`src/rtl/seqdet_pkg.sv`:
```
// seqdet_pkg: shared types and helpers for the programmable sequence detector.
//   seqdet_len_w() - width of a length field able to hold 0..max_len
//   seqdet_mode_e  - overlap / non-overlap detection mode
//   seqdet_cfg_t   - config record at the default pattern width
package seqdet_pkg;

  localparam int unsigned SEQDET_MAX_LEN = 8;

  function automatic int unsigned seqdet_len_w(input int unsigned max_len);
    return $clog2(max_len + 1);
  endfunction

  localparam int unsigned SEQDET_LEN_W = seqdet_len_w(SEQDET_MAX_LEN);

  typedef enum logic {
    SEQ_NONOVL = 1'b0,
    SEQ_OVL    = 1'b1
  } seqdet_mode_e;

  typedef struct packed {
    logic [SEQDET_MAX_LEN-1:0] pattern;
    logic [SEQDET_LEN_W-1:0]   len;
    seqdet_mode_e              mode;
  } seqdet_cfg_t;

endpackage

```
`src/rtl/seqdet_prog_if.sv`:
```
// seqdet_prog_if: serial stream, configuration and detect signals of seqdet_prog.
//   i_valid/i_data        serial bit and its qualifier
//   cfg_load/cfg_*        runtime configuration strobe and values
//   o_det                 registered detect pulse
//   o_det_cnt             saturating detect count (only with SEQDET_CNT_EN)
// master: stream/config source; slave: the detector.
interface seqdet_prog_if
  import seqdet_pkg::*;
#(
  parameter int unsigned MAX_LEN = 8
`ifdef SEQDET_CNT_EN
  ,
  parameter int unsigned CNT_W   = 8
`endif
);

  localparam int unsigned LEN_W = seqdet_len_w(MAX_LEN);

  logic               i_valid;
  logic               i_data;
  logic               cfg_load;
  logic [MAX_LEN-1:0] cfg_pattern;
  logic [LEN_W-1:0]   cfg_len;
  logic               cfg_overlap;
  logic               o_det;
`ifdef SEQDET_CNT_EN
  logic [CNT_W-1:0]   o_det_cnt;

  modport master (
    output i_valid, i_data, cfg_load, cfg_pattern, cfg_len, cfg_overlap,
    input  o_det, o_det_cnt
  );
  modport slave (
    input  i_valid, i_data, cfg_load, cfg_pattern, cfg_len, cfg_overlap,
    output o_det, o_det_cnt
  );
`else
  modport master (
    output i_valid, i_data, cfg_load, cfg_pattern, cfg_len, cfg_overlap,
    input  o_det
  );
  modport slave (
    input  i_valid, i_data, cfg_load, cfg_pattern, cfg_len, cfg_overlap,
    output o_det
  );
`endif

endinterface

```
`src/rtl/seqdet_hist.sv`:
```
// seqdet_hist: bit history shift register plus fill counter saturating at MAX_LEN.
//   clk, reset   clock, synchronous active-high reset
//   clear_i      clear history and fill (takes priority over advance_i)
//   advance_i    shift bit_i in and bump the fill count
//   restart_i    with advance_i: shift, but restart the fill count at 0
//   bit_i        incoming serial bit
//   new_hist_o   post-shift history {hist, bit_i} seen by the comparator
//   fill_o       accepted bits since last clear/restart (pre-shift)
module seqdet_hist
  import seqdet_pkg::*;
#(
  parameter int unsigned MAX_LEN = 8,
  parameter int unsigned LEN_W   = seqdet_len_w(MAX_LEN)
) (
  input  logic               clk,
  input  logic               reset,
  input  logic               clear_i,
  input  logic               advance_i,
  input  logic               restart_i,
  input  logic               bit_i,
  output logic [MAX_LEN-1:0] new_hist_o,
  output logic [LEN_W-1:0]   fill_o
);

  // The oldest history bit falls off on every shift and is never compared,
  // so only MAX_LEN-1 bits are stored; the post-shift view is rebuilt here.
  logic [MAX_LEN-2:0] hist_q, hist_d;
  logic [LEN_W-1:0]   fill_q, fill_d;

  assign new_hist_o = {hist_q, bit_i};
  assign fill_o     = fill_q;

  always_comb begin
    hist_d = hist_q;
    fill_d = fill_q;
    if (clear_i) begin
      hist_d = '0;
      fill_d = '0;
    end else if (advance_i) begin
      hist_d = new_hist_o[MAX_LEN-2:0];
      if (restart_i) begin
        fill_d = '0;
      end else if (fill_q != LEN_W'(MAX_LEN)) begin
        fill_d = fill_q + LEN_W'(1);
      end
    end
  end

  always_ff @(posedge clk) begin
    if (reset) begin
      hist_q <= '0;
      fill_q <= '0;
    end else begin
      hist_q <= hist_d;
      fill_q <= fill_d;
    end
  end

endmodule

```
`src/rtl/seqdet_prog.sv`:
```
// seqdet_prog: runtime-programmable serial sequence detector, registered detect.
//   clk, reset   clock, synchronous active-high reset (priority over all else)
//   bus          seqdet_prog_if.slave: i_valid/i_data stream, cfg_load with
//                cfg_pattern/cfg_len/cfg_overlap, o_det pulse, o_det_cnt
// Build option SEQDET_CNT_EN adds the saturating detect counter o_det_cnt.
module seqdet_prog
  import seqdet_pkg::*;
#(
  parameter int unsigned MAX_LEN = 8
`ifdef SEQDET_CNT_EN
  ,
  parameter int unsigned CNT_W   = 8
`endif
) (
  input  logic          clk,
  input  logic          reset,
  seqdet_prog_if.slave  bus
);

  localparam int unsigned LEN_W = seqdet_len_w(MAX_LEN);

  typedef struct packed {
    logic [MAX_LEN-1:0] pattern;
    logic [LEN_W-1:0]   len;
    seqdet_mode_e       mode;
  } cfg_t;

  cfg_t               cfg_q, cfg_d;
  logic               det_q, det_d;
  logic               advance, match, restart;
  logic [MAX_LEN-1:0] new_hist, mask;
  logic [LEN_W-1:0]   fill;

  // A bit arriving with cfg_load is dropped.
  assign advance = bus.i_valid & ~bus.cfg_load;

  seqdet_hist #(
    .MAX_LEN (MAX_LEN),
    .LEN_W   (LEN_W)
  ) u_hist (
    .clk        (clk),
    .reset      (reset),
    .clear_i    (bus.cfg_load),
    .advance_i  (advance),
    .restart_i  (restart),
    .bit_i      (bus.i_data),
    .new_hist_o (new_hist),
    .fill_o     (fill)
  );

  always_comb begin
    cfg_d = cfg_q;
    if (bus.cfg_load) begin
      cfg_d.pattern = bus.cfg_pattern;
      cfg_d.len     = (bus.cfg_len > LEN_W'(MAX_LEN)) ? LEN_W'(MAX_LEN) : bus.cfg_len;
      cfg_d.mode    = bus.cfg_overlap ? SEQ_OVL : SEQ_NONOVL;
    end
  end

  // Low len bits set; len == MAX_LEN shifts everything out giving all ones.
  assign mask = ~({MAX_LEN{1'b1}} << cfg_q.len);

  // fill counts bits before this one, so fill >= len-1 means len bits present.
  assign match   = (cfg_q.len != '0) &&
                   (fill >= cfg_q.len - LEN_W'(1)) &&
                   ((new_hist & mask) == (cfg_q.pattern & mask));
  assign det_d   = advance & match;
  assign restart = det_d & (cfg_q.mode == SEQ_NONOVL);

  always_ff @(posedge clk) begin
    if (reset) begin
      cfg_q <= '{pattern: '0, len: '0, mode: SEQ_OVL};
      det_q <= 1'b0;
    end else begin
      cfg_q <= cfg_d;
      det_q <= det_d;
    end
  end

  assign bus.o_det = det_q;

`ifdef SEQDET_CNT_EN
  logic [CNT_W-1:0] cnt_q, cnt_d;

  always_comb begin
    cnt_d = cnt_q;
    if (det_d && (cnt_q != '1)) begin
      cnt_d = cnt_q + CNT_W'(1);
    end
  end

  always_ff @(posedge clk) begin
    if (reset) begin
      cnt_q <= '0;
    end else begin
      cnt_q <= cnt_d;
    end
  end

  assign bus.o_det_cnt = cnt_q;
`endif

endmodule

```
`src/flat_wrapper.sv`:
```
// flat-port wrapper written by rule: the top's interface ports become plain ports
module seqdet_prog_flat import seqdet_pkg::*;
#(
  parameter int unsigned MAX_LEN = 8

)
  (clk, reset, bus_i_valid, bus_i_data, bus_cfg_load, bus_cfg_pattern, bus_cfg_len, bus_cfg_overlap, bus_o_det);
  seqdet_prog_if #(.MAX_LEN(MAX_LEN)) bus_i ();
  input  logic clk;
  input  logic reset;
  input wire logic [$bits(bus_i.i_valid)-1:0] bus_i_valid;
  input wire logic [$bits(bus_i.i_data)-1:0] bus_i_data;
  input wire logic [$bits(bus_i.cfg_load)-1:0] bus_cfg_load;
  input wire logic [$bits(bus_i.cfg_pattern)-1:0] bus_cfg_pattern;
  input wire logic [$bits(bus_i.cfg_len)-1:0] bus_cfg_len;
  input wire logic [$bits(bus_i.cfg_overlap)-1:0] bus_cfg_overlap;
  output wire logic [$bits(bus_i.o_det)-1:0] bus_o_det;
  assign bus_i.i_valid = bus_i_valid;
  assign bus_i.i_data = bus_i_data;
  assign bus_i.cfg_load = bus_cfg_load;
  assign bus_i.cfg_pattern = bus_cfg_pattern;
  assign bus_i.cfg_len = bus_cfg_len;
  assign bus_i.cfg_overlap = bus_cfg_overlap;
  assign bus_o_det = bus_i.o_det;
  seqdet_prog #(.MAX_LEN(MAX_LEN)) u_core (.clk(clk), .reset(reset), .bus(bus_i));
endmodule
```
`config.mk`:
```
export PLATFORM = sky130hd
export DESIGN_NAME = seqdet_prog_flat
export DESIGN_NICKNAME = d
export VERILOG_FILES = /design/src/rtl/seqdet_pkg.sv /design/src/rtl/seqdet_prog_if.sv /design/src/rtl/seqdet_hist.sv /design/src/rtl/seqdet_prog.sv /design/src/flat_wrapper.sv
export SDC_FILE = /design/constraint.sdc
export NUM_CORES = 1
export LEC_CHECK = 0
export ABC_AREA = 1
export CAP_MARGIN = 20
export CORE_MARGIN = 2
export CORE_UTILIZATION = 50
export CTS_BUF_LIST = sky130_fd_sc_hd__clkbuf_8
export DETAILED_ROUTE_END_ITERATION = 8
export PLACE_DENSITY = 0.73
export SLEW_MARGIN = 10
export SYNTH_ARGS = -nofsm -noshare
export SYNTH_HDL_FRONTEND = slang
export SYNTH_HIERARCHICAL = 1
export SYNTH_SLANG_ARGS = --single-unit
```
`constraint.sdc`:
```
create_clock -name clk -period 5.8 [get_ports clk]
set_clock_uncertainty 0.15 [all_clocks]
set_input_delay 0.58 -clock clk [delete_from_list [all_inputs] [get_ports clk]]
set_output_delay 0.58 -clock clk [all_outputs]
set_load 0.01 [all_outputs]
```
==> results_dict.tcl, run 1 <==
set metrics [dict create \
    clkTransAtPathRegs_ns 0.09 \
    fmaxAchievable_mhz 379 \
    hp-class "reg2reg" \
    cts_root_buf "clkbuf_8" \
    setup_viol 0 \
    postCtsSetupBuffers 0 \
    r2r_cells 16 \
    syn_area_mm2 0.00143 \
    critPathArrivalTime_ns 2.65 \
    stdcell_count 260 \
    vias 1267 \
    routed_wirelength_um 2800 \
    pre_cts_slack_ns 2.88 \
    hold_buffers 0 \
    io_buffers 18 \
    syn_avg_cell_area_um2 6.73 \
    dp_hpwl_um 2130 \
    ys_ff_latch 25 \
    fin_nets 257 \
    synth_compound_area_frac 0.110 \
    min_to "u_core/cfg_q[7]$_SDFFE_PP0P_" \
    async_flop_share 0 \
    synth_xor_area_frac 0.0184 \
    finalSetupTns_ns 0 \
    antenna_found_initial 0 \
    drive_gt1_frac 0.0873 \
    synth_top_area_share 0.351 \
    dieWidth_um 57.4 \
    cpMostUsedCell "nor2_1" \
    yosysTopAreaCell "dfxtp_1" \
    coreArea_mm2 0.00273 \
    place_inst 256 \
    die_area_mm2 0.00330 \
    p_leak_nw 0.716 \
    clk_latency_ns 0.27 \
    cts_made_buffers 3 \
    seq_area_frac_synth 0.351 \
    clock_sinks 25 \
    final-hold-violation-count 0 \
    ctsResizeCount 0 \
    crit_fanout 15 \
    synth_cell_types 25 \
    yosys.area_share.simple 0.319 \
    h-tree-depth 1 \
    vdd_drop_max_uv 191 \
    grt_overflow 0 \
    hold-path-cell-count 2 \
    cts_tree "yes" \
    finalPower_w 0.000337 \
    nFillCells 265 \
    antenna-diode-count 0 \
    firstDrtPassIters 4 \
    critPathSlowestCell "nor2_2" \
    reg2reg_setup_slack_ns 3.29 \
    area_delta_synth_final_pct 16.0 \
    min_from "u_core/cfg_q[7]$_SDFFE_PP0P_" \
    powerDensity_mw_per_mm2 204 \
    wl_per_cell_um 10.8 \
    grtUsageTotal 0.177 \
    worstMarginPinSlew_ns 0.579 \
    crit_path_max_incr_delay_ns 0.52 \
    rsz0062_at_grt "no" \
    crit_type "in2reg" \
    grt_max_degree 21 \
    r2r-start "u_core/cfg_q[3]$_SDFFE_PP0P_" \
    cp.buffers_inverters 2 \
    grt_pass1_wl_um 4570 \
    path_cells "clkdlybuf4s50_1 -> nor2_2 -> nand4_2 -> nor2_1 -> nand2_1 -> nor3_1 -> inv_1 -> nand3_1 -> nor2_1 -> nor2_1 -> nor2_1" \
    cp_top_family "simple AND/OR/NAND/NOR gates" \
    drc 0 \
    r2r_end "u_core/u_hist/fill_o[3]$_SDFFE_PP0P_" \
    slew_headroom 0.613 \
    fp.dieH_um 57.4 \
    avgViaCountPerCell 4.87 \
    setup_ws_ns 3.16 \
    postSynthCellCount 212 \
    critPathRequiredTime_ns 5.82 \
    maxSlewViolCount 0 \
    finish.utilization 0.605 \
    synth_top_family_by_area "simple AND/OR/NAND/NOR gates" \
    max_cap_violations 0 \
    antenna_left 0 \
    outcome "complete, no violations" \
    synthAdderAreaFrac 0.0789 \
    finalCritPeriodShare 0.454 \
    num_io_pins 19 \
    synthTopCellsByArea "dfxtp_1, nand2_1, ha_1" \
    clockBufferDepth 2 \
    cp-start-kind "primary input" \
    gp_congestion 0.830 \
    min_period_ns 2.64 \
    drt-initial-drc-count 48 \
    grt_pass1_vias 1083 \
    synthesis.nets 239 \
    synth_top_flop_cell "dfxtp_1" \
    synth_edf_count 0 \
    cp-end-kind "flop" \
    initial_core_util 0.522 \
    synth_warnings 6 \
    muxShareOfSynthArea 0 \
    rows 19 \
]
-- final cells by class --
type / count / area, µm² / share of cell area
Inverter: 36 / 135 / 0.0816
Clock inverter: 1 / 7.51 / 0.00454
Sequential cell: 25 / 500 / 0.302
Multi-Input combinational cell: 146 / 752 / 0.454
Clock buffer: 3 / 41.3 / 0.0249
Timing Repair Buffer: 18 / 180 / 0.109
Tap cell: 31 / 38.8 / 0.0234
-- metal layers --
metal,routed length (µm),track usage
met1,1460,0.245
met2,1230,0.282
met3,79,0.0272
met4,27,0.0598
met5,0,0
-- power breakdown --
group	switching (W)	internal, W	total [W]
Combinational	0.0000269	0.0000232	0.0000501
Sequential	0.00000495	0.000178	0.000183
Clock	0.0000559	0.0000487	0.000105
Total	0.0000877	0.000250	0.000337
-- through the flow --
stage               cell area, µm²  hold WS (ns)
floorplan                     1430         0.280
detailed placement            1610         0.309
finish                        1660         0.325
global route                  1660         0.337
global placement              1610         0.300
CTS                           1660         0.323
-- flip-flops by register name (all words and copies together), names as in the netlist --
signal	flops
u_core/cfg_q	13
u_core/u_hist/fill_o	4
u_core/bus.o_det	1
u_core/u_hist/hist_q	7
-- logic make-up after synthesis --
| logic type | count (synthesis) |
|---|---|
| buf+inv | 41 |
| flops | 25 |
| fa+ha+maj | 9 |
| compound gates | 31 |
| simple gates | 103 |
| xor+xnor | 3 |
-- how the worst max path moves through the flow --
stage          slack, ns                              endpoint  cells after the start                         start
2_1_floorplan       3.60  u_core/u_hist/fill_o[3]$_SDFFE_PP0P_                     17  u_core/cfg_q[3]$_SDFFE_PP0P_
3_3_place_gp        2.95  u_core/u_hist/fill_o[3]$_SDFFE_PP0P_                     11                  bus_cfg_load
3_5_place_dp        2.88  u_core/u_hist/fill_o[3]$_SDFFE_PP0P_                     11                  bus_cfg_load
4_1_cts             3.16  u_core/u_hist/fill_o[3]$_SDFFE_PP0P_                     11                  bus_cfg_load
5_1_grt             2.93  u_core/u_hist/fill_o[3]$_SDFFE_PP0P_                     11                  bus_cfg_load
6_report            3.16  u_core/u_hist/fill_o[3]$_SDFFE_PP0P_                     11                  bus_cfg_load
-- synthesized netlist by cell type (3+ instances only) --
cell type,n
o21ai_1,7
ha_1,9
nand2_1,66
inv_2,7
inv_1,27
dfxtp_1,25
nor2_1,14
nand3_1,9
nand4_1,3
a21oi_1,21
-- cell usage in the layout, fill, tap and decap left out, types with 2 or more instances in the layout --
cell type / synthesis / routed
o21ai_0: 2 / 2
nor2_4: 2 / 2
nand3_1: 9 / 9
xnor2_1: 2 / 2
o21ai_1: 7 / 7
inv_2: 7 / 7
a21oi_1: 21 / 21
inv_1: 27 / 27
nor2_2: 2 / 2
nand2_1: 66 / 66
nor3_1: 2 / 2
clkinv_1: 2 / 2
nand2_2: 2 / 2
clkdlybuf4s50_1: 0 / 18
nor2_1: 14 / 14
clkbuf_8: 0 / 3
dfxtp_1: 25 / 25
ha_1: 9 / 9
nand4_1: 3 / 3
-- worst register-to-register path, delay by kind of cell, from the launching register on --
family / cells / cell delay [ns]
buffers and inverters: 4 / 0.30
AND/OR/NAND/NOR: 10 / 1.01
XOR/XNOR: 1 / 0.14
flip-flops: 1 / 0.52
adder cells (fa/ha/maj): 1 / 0.28
Note: power is estimated with default switching activity, not from simulation.
==> run 2, diff against run 1 <==
Clock period 5.8 ns to 2.65 ns, I/O delays scaled along.
==> run 2 against run 1 <==
Hold slack worse by 0.0096 ns. Clock power up 130%. Utilization rose by 1.0 points. Non-clock buffer count up 3. Die area stayed put. Setup slack got worse by 2.8 ns. First-iteration DRC count decreased by 31%. Critical path type is now reg2reg.
==> results_dict.tcl, run 2 (synthesis gave the netlist of run 1 again) <==
set metrics [dict create \
    outcome "complete, no violations" \
    final_common_cell "nand2_1" \
    fmaxAchievable_mhz 436 \
    p_sw_w 0.000201 \
    finalSetupTns_ns 0 \
    regMostFlops "u_core/cfg_q" \
    finalCritPeriodShare 0.866 \
    nFillCells 257 \
    maxSlewViolCount 0 \
    crit_fanout 4 \
    num_io_pins 19 \
    clockBufferDepth 2 \
    setup_ws_ns 0.355 \
    postCtsSetupBuffers 0 \
    place_inst 259 \
    cp_top_family "simple AND/OR/NAND/NOR gates" \
    rsz0062_at_grt "no" \
    finish.utilization 0.616 \
    pwr-share-clk 0.317 \
    whs_ns 0.315 \
    drc 0 \
    cts_tree "yes" \
    io_buffers 18 \
    p_leak_nw 0.731 \
    seqPwrFrac 0.530 \
    grt_pass1_wl_um 4950 \
    critPathRequiredTime_ns 2.67 \
    initial_core_util 0.522 \
    r2r_cells 15 \
    path_cells "inv_1 -> ha_1 -> xnor2_1 -> ha_1 -> nand2_1 -> inv_1 -> nand3_1 -> nand3_1 -> nand2_1 -> nor3_2 -> inv_1 -> nand3_1 -> nor2_1 -> nor2_1 -> nor2_1" \
    powerDensity_mw_per_mm2 446 \
    clock_sinks 25 \
    avgViaCountPerCell 4.88 \
    critPathArrivalTime_ns 2.32 \
    critPathSlowestCell "dfxtp_1" \
    clk_latency_ns 0.28 \
    grt_pass1_vias 1167 \
    grt_max_degree 21 \
    ctsResizeCount 0 \
    cp-end-kind "flop" \
    fp.dieH_um 57.4 \
    stdcell_count 263 \
    multiInputGateArea_um2 757 \
    h-tree-depth 1 \
    drt-initial-drc-count 33 \
    internal_power_w 0.000549 \
    power_frac_comb 0.153 \
    antenna_found_initial 0 \
    p_sw_frac 0.268 \
    hold-path-cell-count 2 \
    max_cap_violations 0 \
    fin_nets 260 \
    area_delta_synth_final_pct 17.9 \
    die_area_mm2 0.00330 \
    cts_made_buffers 3 \
    cp-start-kind "flop" \
    rows 19 \
    cp.buffers_inverters 3 \
    vdd_drop_max_uv 354 \
    wl_per_cell_um 10.5 \
    ff_latch_area_um2 500 \
    pre_cts_slack_ns 0.248 \
    path_depth 15 \
    hp-class "reg2reg" \
    firstDrtPassIters 4 \
    vias 1284 \
    drive_gt1_frac 0.103 \
    crit_type "reg2reg" \
    largest_reg_flops 13 \
    antenna_left 0 \
    dp_hpwl_um 2150 \
    slew_headroom 0.756 \
    crit_path_max_incr_delay_ns 0.39 \
    dieWidth_um 57.4 \
    min_period_ns 2.29 \
    cts_root_buf "clkbuf_8" \
    setup_viol 0 \
    worstMarginPinSlew_ns 0.365 \
    most-common-layout-cells "nand2_1, inv_1, dfxtp_1" \
    hold_buffers 0 \
    grt_overflow 0 \
    coreArea_mm2 0.00273 \
    grtUsageTotal 0.196 \
    gp_congestion 0.814 \
    clkTransAtPathRegs_ns 0.09 \
    final-hold-violation-count 0 \
    routed_wirelength_um 2760 \
    antenna-diode-count 0 \
]
==> run 2: changes by cell type in the layout (fill, tap and decap cells not counted), sizes merged <==
cell / delta
buf: +3
==> run 2: per-stage QoR <==
step | instance area (µm²) | total power [W]
after global placement | 1630 | 0.000519
after CTS | 1680 | 0.000757
after floorplan | 1430 | 0.000477
final | 1680 | 0.000750
after global routing | 1680 | 0.000787
after detailed placement | 1630 | 0.000521
==> run 2: worst paths after layout <==
kind / slack [ns] / start / end
worst min register to register: 0.32 / u_core/cfg_q[7]$_SDFFE_PP0P_ / u_core/cfg_q[7]$_SDFFE_PP0P_
worst min-delay path: 0.32 / u_core/cfg_q[7]$_SDFFE_PP0P_ / u_core/cfg_q[7]$_SDFFE_PP0P_
worst max register to register: 0.36 / u_core/cfg_q[2]$_SDFFE_PP0P_ / u_core/u_hist/fill_o[3]$_SDFFE_PP0P_
worst max-delay path: 0.36 / u_core/cfg_q[2]$_SDFFE_PP0P_ / u_core/u_hist/fill_o[3]$_SDFFE_PP0P_
==> run 2: cell type report <==
type	instances	area share
multi-input cells	146	0.450
repair buffers	21	0.120
well taps	31	0.0230
clock inverters	1	0.00446
clock buffers	3	0.0245
flip-flops and latches	25	0.297
inverters	36	0.0803
==> run 2: layer usage <==
metal,GRT usage,share of wire,vias up
met5,0,0,-
met2,0.310,0.46,17
met3,0.0272,0.028,5
li1,-,-,701
met1,0.263,0.50,561
met4,0.0897,0.017,0
==> run 2: worst register-to-register path: stages (launching register included) <==
cell	delay (ns)
dfxtp_1	0.39
inv_1	0.10
ha_1	0.20
xnor2_1	0.12
ha_1	0.27
nand2_1	0.05
inv_1	0.06
nand3_1	0.06
nand3_1	0.08
nand2_1	0.08
nor3_2	0.24
inv_1	0.11
nand3_1	0.09
nor2_1	0.05
nor2_1	0.08
nor2_1	0.04
==> run 2: power groups by stage <==
| stage | logic (W) | clock network [W] | registers (W) |
|---|---|---|---|
| after floorplan | 0.0000727 | 0 | 0.000405 |
| after global placement | 0.000113 | 0 | 0.000406 |
| after detailed placement | 0.000114 | 0 | 0.000407 |
| after CTS | 0.000115 | 0.000244 | 0.000398 |
| after global routing | 0.000130 | 0.000257 | 0.000400 |
| final | 0.000115 | 0.000238 | 0.000398 |
